==> src/rtl/psk_costas_dispatcher.sv <==
// PSK Costas dispatcher: internal I/Q NCO, windowed 1-bit correlators, phase loop and lock FSM.
// Optional macro PSK_FREQ_LOOP_EN adds a clamped frequency-tracking loop on top of the phase loop.
module psk_costas_dispatcher #(
    parameter int              ACC_W    = 12,
    parameter int              CORR_W   = 8,
    parameter int              WIN_LEN  = 127,
    parameter logic [ACC_W-1:0] FCW_INIT = 12'h100,
    parameter logic [ACC_W-1:0] PSTEP    = 12'h100,
    parameter int              LOCK_THR = 64,
    parameter int              LOCK_CNT = 4
) (
    input  logic                     clk,
    input  logic                     rst_n,
    input  logic                     en,
    input  logic                     sig,
    output logic                     stb,
    output logic signed [CORR_W-1:0] i_value,
    output logic signed [CORR_W-1:0] q_value,
    output logic                     data_bit,
    output logic [1:0]               quadrant,
    output logic                     locked,
    output logic [ACC_W-1:0]         pcw_out,
    output logic [ACC_W-1:0]         fcw_out
);

    typedef enum logic [1:0] {IDLE, TRACK, LOCKED} state_t;

    localparam int CNT_W = $clog2(WIN_LEN + 1);
    localparam int QC_W  = $clog2(LOCK_CNT + 1);
    localparam logic [ACC_W-1:0]         QOFF   = {2'b01, {(ACC_W-2){1'b0}}};
    localparam logic signed [CORR_W-1:0] ONE    = 1;
    localparam logic [CORR_W-1:0]        THR_HI = CORR_W'(LOCK_THR);
    localparam logic [CORR_W-1:0]        THR_LO = CORR_W'(LOCK_THR / 2);

    state_t                     state;
    logic [ACC_W-1:0]           ph;
    logic [ACC_W-1:0]           pcw;
    logic [ACC_W-1:0]           fcw;
    logic [CNT_W-1:0]           cnt;
    logic [QC_W-1:0]            qcnt;
    logic signed [CORR_W-1:0]   acc_i;
    logic signed [CORR_W-1:0]   acc_q;

    logic [ACC_W-1:0]           ph_i;
    logic [ACC_W-1:0]           ph_q;
    logic signed [CORR_W-1:0]   acc_i_nx;
    logic signed [CORR_W-1:0]   acc_q_nx;
    logic                       i_neg;
    logic                       q_neg;
    logic [CORR_W-1:0]          i_mag;
    logic                       win_end;
    logic                       pcw_up;

    // Carrier codes are the MSBs of the shifted phase; the correlators fold in this cycle's sample.
    always_comb begin
        ph_i     = ph + pcw;
        ph_q     = ph_i + QOFF;
        acc_i_nx = (sig == ph_i[ACC_W-1]) ? acc_i + ONE : acc_i - ONE;
        acc_q_nx = (sig == ph_q[ACC_W-1]) ? acc_q + ONE : acc_q - ONE;
        i_neg    = acc_i_nx[CORR_W-1];
        q_neg    = acc_q_nx[CORR_W-1];
        i_mag    = i_neg ? -acc_i_nx : acc_i_nx;
        win_end  = (cnt == CNT_W'(WIN_LEN - 1));
        pcw_up   = (i_neg == q_neg);
    end

    // Window sequencing, result capture, phase loop and lock qualification share one edge.
    always_ff @(posedge clk or negedge rst_n) begin
        if (!rst_n) begin
            state    <= IDLE;
            ph       <= '0;
            pcw      <= '0;
            cnt      <= '0;
            qcnt     <= '0;
            acc_i    <= '0;
            acc_q    <= '0;
            stb      <= 1'b0;
            i_value  <= '0;
            q_value  <= '0;
            data_bit <= 1'b0;
            quadrant <= 2'b00;
            locked   <= 1'b0;
        end else if (!en) begin
            state  <= IDLE;
            cnt    <= '0;
            qcnt   <= '0;
            acc_i  <= '0;
            acc_q  <= '0;
            stb    <= 1'b0;
            locked <= 1'b0;
        end else begin
            ph  <= ph + fcw;
            stb <= 1'b0;
            if (state == IDLE)
                state <= TRACK;
            if (win_end) begin
                cnt      <= '0;
                acc_i    <= '0;
                acc_q    <= '0;
                stb      <= 1'b1;
                i_value  <= acc_i_nx;
                q_value  <= acc_q_nx;
                data_bit <= ~i_neg;
                quadrant <= {q_neg, i_neg};
                if (state != IDLE) begin
                    pcw <= pcw_up ? pcw + PSTEP : pcw - PSTEP;
                    // Lock entry needs strong windows; release uses half the threshold for hysteresis.
                    if (state == TRACK) begin
                        if (i_mag >= THR_HI) begin
                            if (qcnt == QC_W'(LOCK_CNT - 1)) begin
                                state  <= LOCKED;
                                locked <= 1'b1;
                                qcnt   <= '0;
                            end else begin
                                qcnt <= qcnt + 1'b1;
                            end
                        end else begin
                            qcnt <= '0;
                        end
                    end else begin
                        if (i_mag < THR_LO) begin
                            if (qcnt == QC_W'(LOCK_CNT - 1)) begin
                                state  <= TRACK;
                                locked <= 1'b0;
                                qcnt   <= '0;
                            end else begin
                                qcnt <= qcnt + 1'b1;
                            end
                        end else begin
                            qcnt <= '0;
                        end
                    end
                end
            end else begin
                cnt   <= cnt + 1'b1;
                acc_i <= acc_i_nx;
                acc_q <= acc_q_nx;
            end
        end
    end

`ifdef PSK_FREQ_LOOP_EN
    localparam logic [ACC_W-1:0] FCW_SPAN = FCW_INIT >> 3;
    localparam logic [ACC_W-1:0] FCW_MAX  = FCW_INIT + FCW_SPAN;
    localparam logic [ACC_W-1:0] FCW_MIN  = FCW_INIT - FCW_SPAN;

    // Frequency nudges follow the phase-step direction while tracking, clamped around FCW_INIT.
    always_ff @(posedge clk or negedge rst_n) begin
        if (!rst_n) begin
            fcw <= FCW_INIT;
        end else if (en && win_end && state == TRACK) begin
            if (pcw_up) begin
                if (fcw < FCW_MAX)
                    fcw <= fcw + 1'b1;
            end else begin
                if (fcw > FCW_MIN)
                    fcw <= fcw - 1'b1;
            end
        end
    end
`else
    assign fcw = FCW_INIT;
`endif

    assign pcw_out = pcw;
    assign fcw_out = fcw;

endmodule
==> config.mk <==
export PLATFORM = sky130hd
export DESIGN_NAME = psk_costas_dispatcher
export DESIGN_NICKNAME = d
export VERILOG_FILES = /design/src/rtl/psk_costas_dispatcher.sv
export SDC_FILE = /design/constraint.sdc
export NUM_CORES = 1
export LEC_CHECK = 0
export ABC_AREA = 1
export CAP_MARGIN = 20
export CORE_MARGIN = 3
export CORE_UTILIZATION = 59
export CTS_CLUSTER_DIAMETER = 60
export DETAILED_ROUTE_END_ITERATION = 10
export PLACE_DENSITY_LB_ADDON = 0.08
export SYNTH_ARGS = -nofsm -noshare
export SYNTH_HDL_FRONTEND = slang
export SYNTH_SLANG_ARGS = --single-unit
==> constraint.sdc <==
create_clock -name clk -period 6.3 [get_ports clk]
set_clock_uncertainty 0.2 [all_clocks]
set_input_delay 0.945 -clock clk [delete_from_list [all_inputs] [get_ports clk]]
set_output_delay 0.945 -clock clk [all_outputs]
set_load 0.03 [all_outputs]
==> impl_metrics.py <==
metrics = {
    "yosys": {
        "seq_area_frac_synth_pct": 41.60,
        "synth_area_leaders": "dfrtp_1 42%, nand2_1 12%, ha_1 8.3%, inv_1 5.7%, buf_4 5.0%",
        "synth_edf_count": 0,
        "avgSynthCellArea_um2": 8.010,
        "netlist_area_mm2": 0.003308,
        "synth_top_area_cell": "dfrtp_1",
        "yosys.cell_types.count": 29,
        "synth_top_cell_area_share_pct": 41.60,
        "yosysWarnings": 0,
        "ys_ff_latch": 55,
        "synthesis.instances": 413,
        "synthArstFlopShare_pct": 100.0,
        "synthFlopType": "dfrtp_1",
    },
    "placed_design": {
        "dpl.hpwl_um": 4743,
        "gp_congestion": 0.8713,
        "portBuffers": 28,
        "dp.cells": 503,
        "dpl_worst_slack_ns": 1.338,
    },
    "sta": {
        "fin_tns_setup_ns": 0,
        "setup_ws_ns": 1.631,
        "relSlewSlack_pct": 42.46,
        "maxSlewViolCount": 0,
        "grt_setup_unrepaired": "no",
        "min_period_over_period_pct": 74.11,
        "fmax_ghz": 0.2142,
        "finalSetupViolCount": 0,
        "hold_viol_final": 0,
        "worst_pin_slew_ns": 0.8622,
        "layout_min_cycle_time_ns": 4.669,
    },
    "route": {
        "post_drt_wl_per_cell_um": 12.15,
        "post_drt_via_cell_ratio": 4.998,
        "drt_iter0_drc": 116,
        "route.detailed.drc": 0,
        "ant_nets": 0,
        "wl_um": 6207,
        "drtPass1Iterations": 4,
        "vias": 2554,
    },
    "clock_tree": {
        "cts_resized": 0,
        "clock_latency_ns": 0.30,
        "holdBufCountCts": 0,
        "cts-buffers-inserted": 5,
        "cts_tree": "built",
        "cts_root_buf": "clkbuf_8",
        "cts.sinks": 55,
        "clockBufferDepth": 2,
        "post-cts-setup-buffers": 0,
        "htreeDepth": 2,
        "cts.clk_slew.worst_paths_ns": 0.09,
    },
    "pwr": {
        "p_leak_uw": 0.001950,
        "p_per_area_mw_per_mm2": 450.0,
        "peakVddDrop_mv": 0.3163,
    },
    "setup_path": {
        "crit_top_cell": "nand2_1",
        "path_max_fanout": 7,
        "critical_path_class": "input port to flip-flop",
        "startpoint_type": "input port",
        "required_ns": 6.30,
        "path_cells": "clkdlybuf4s50_1 > nand3b_1 > nand2_1 > nand2_2 > nand2_4 > xor2_1 > ha_1 > a21oi_1 > nand2_1 > a31oi_1 > nand3_1 > nand3_2 > nand2_2 > ha_1 > a21oi_1 > nand2_1 > xor2_1 > inv_1 > nand2_1 > nand2_1 > nand2_1 > nand2_1",
        "worstRegToRegCells": 23,
        "slowest_delay_ns": 0.52,
        "end_kind": "flip-flop",
        "critical_path.slowest_cell": "xor2_1",
        "cp.arrival_ns": 4.67,
    },
    "floorplanning": {
        "start_util_pct": 62.77,
        "die_area_mm2": 0.006542,
        "die_y_um": 80.88,
        "design.core.area_mm2": 0.005270,
        "floorplan.rows": 26,
        "ioPinCount": 49,
        "die_w_um": 80.88,
    },
    "layout": {
        "stdcell_count": 511,
        "nets": 469,
        "drive_gt1_share_pct": 4.308,
        "synthToLayoutAreaGrowth_pct": 10.70,
        "antenna_cells": 0,
    },
    "global_route": {
        "grt_usage_pct": 20.97,
        "grt_pass1_vias": 2417,
        "grt_max_degree": 56,
        "grt_first_pass_wirelength_um": 10720,
        "gr-total-overflow": 0,
        "antenna_found_initial": 0,
    },
    "status": {
        "status": "complete, no violations",
    },
    "job": {
        "cap_violations": 0,
    },
    "hold_path": {
        "hold_depth": 1,
        "hold_class": "flip-flop to flip-flop",
    },
}
## routing by layer
metal	GRT usage [%]	part of all wire, %
met2	36.95	49
met1	26.59	47
met3	3.437	2.7
met5	0	0
met4	5.912	1.3
## metrics by stage
| step | total power, uW | area [um2] | hold slack (ns) | util, % |
|---|---|---|---|---|
| floorplan | 1253 | 3376 | 0.2422 | - |
| global placement | 1408 | 3562 | 0.2668 | 67.59 |
| detailed placement | 1443 | 3562 | 0.2759 | 67.59 |
| CTS | 1658 | 3662 | 0.2961 | 69.49 |
| global route | 1824 | 3662 | 0.3245 | 69.49 |
| finish | 1648 | 3662 | 0.2917 | 69.49 |
## cells in the mapped netlist, types with 2 or more instances
master and number:
fa_1 3, inv_1 50, a21oi_1 15, nand2_2 4
buf_1 2, nand3_1 32, xor2_1 12, o21ai_0 23
clkbuf_1 3, ha_1 22, buf_4 22, nand2_1 104
conb_1 2, a31oi_1 2, dfrtp_1 55, xnor2_1 7
nand3_2 3, nand4_1 5, nor2_1 37
## report_power, final
| group | internal, uW | switching [uW] |
|---|---|---|
| clock | 101 | 107 |
| sequential | 411 | 34.5 |
| combinational | 350 | 645 |
| total | 862 | 786 |
## area by class of cell
cell class | instances | area (um2)
tap | 70 | 87.58
multi-input combinational | 298 | 1624
clock buffer | 8 | 100.1
timing repair buffer | 29 | 282.8
fill | 434 | 1608
inverter | 51 | 191.4
sequential | 55 | 1376
## cell usage in the layout, fill, tap and decap left out, types with 2 or more instances in the layout
| master | netlist | routed |
|---|---|---|
| conb_1 | 2 | 20 |
| nand2_2 | 4 | 4 |
| nand4_1 | 5 | 5 |
| a21oi_1 | 15 | 15 |
| o21ai_0 | 23 | 23 |
| nand3_2 | 3 | 3 |
| dfrtp_1 | 55 | 55 |
| fa_1 | 3 | 3 |
| clkdlybuf4s50_1 | 0 | 27 |
| xor2_1 | 12 | 12 |
| ha_1 | 22 | 22 |
| nor2_1 | 37 | 37 |
| a31oi_1 | 2 | 2 |
| xnor2_1 | 7 | 7 |
| nand3_1 | 32 | 32 |
| inv_1 | 50 | 50 |
| nand2_1 | 104 | 104 |
| clkbuf_8 | 0 | 7 |
## registers in the layout, summed over array words and instances (netlist names), 2 cells and up
register,count
i_value,7
qcnt,3
state,2
ph,4
q_value,8
acc_q,8
cnt,7
acc_i,8
pcw_out,4
## final timing paths
path	from	slack [ns]	end
hold reg to reg	acc_q[0]	0.29	acc_q[0]
max in group asynchronous	rst_n	4.89	locked
min in group asynchronous	rst_n	0.55	q_value[0]
hold / removal	acc_q[0]	0.29	acc_q[0]
setup / recovery	sig	1.63	pcw_out[11]
setup reg to reg	pcw_out[10]	1.90	pcw_out[11]
## cell families after synthesis
| family | synth area share [%] |
|---|---|
| buf+inv | 11.35 |
| simple gates | 24.39 |
| xor+xnor | 5.030 |
| compound gates | 6.959 |
| fa+ha+maj | 10.14 |
| mux | 0.3026 |
| other cells | 0.2270 |
| flops | 41.60 |
## worst max-delay path, delay by kind of cell
family / cells / cell delay (ns)
buffers and inverters: 2 / 0.50
AOI/OAI and AO/OA: 3 / 0.55
and+or+nand+nor: 13 / 1.24
adders and majority gates: 2 / 0.72
xor gates and xnor gates: 2 / 0.70
No activity file was read; power rests on OpenSTA's default activity.
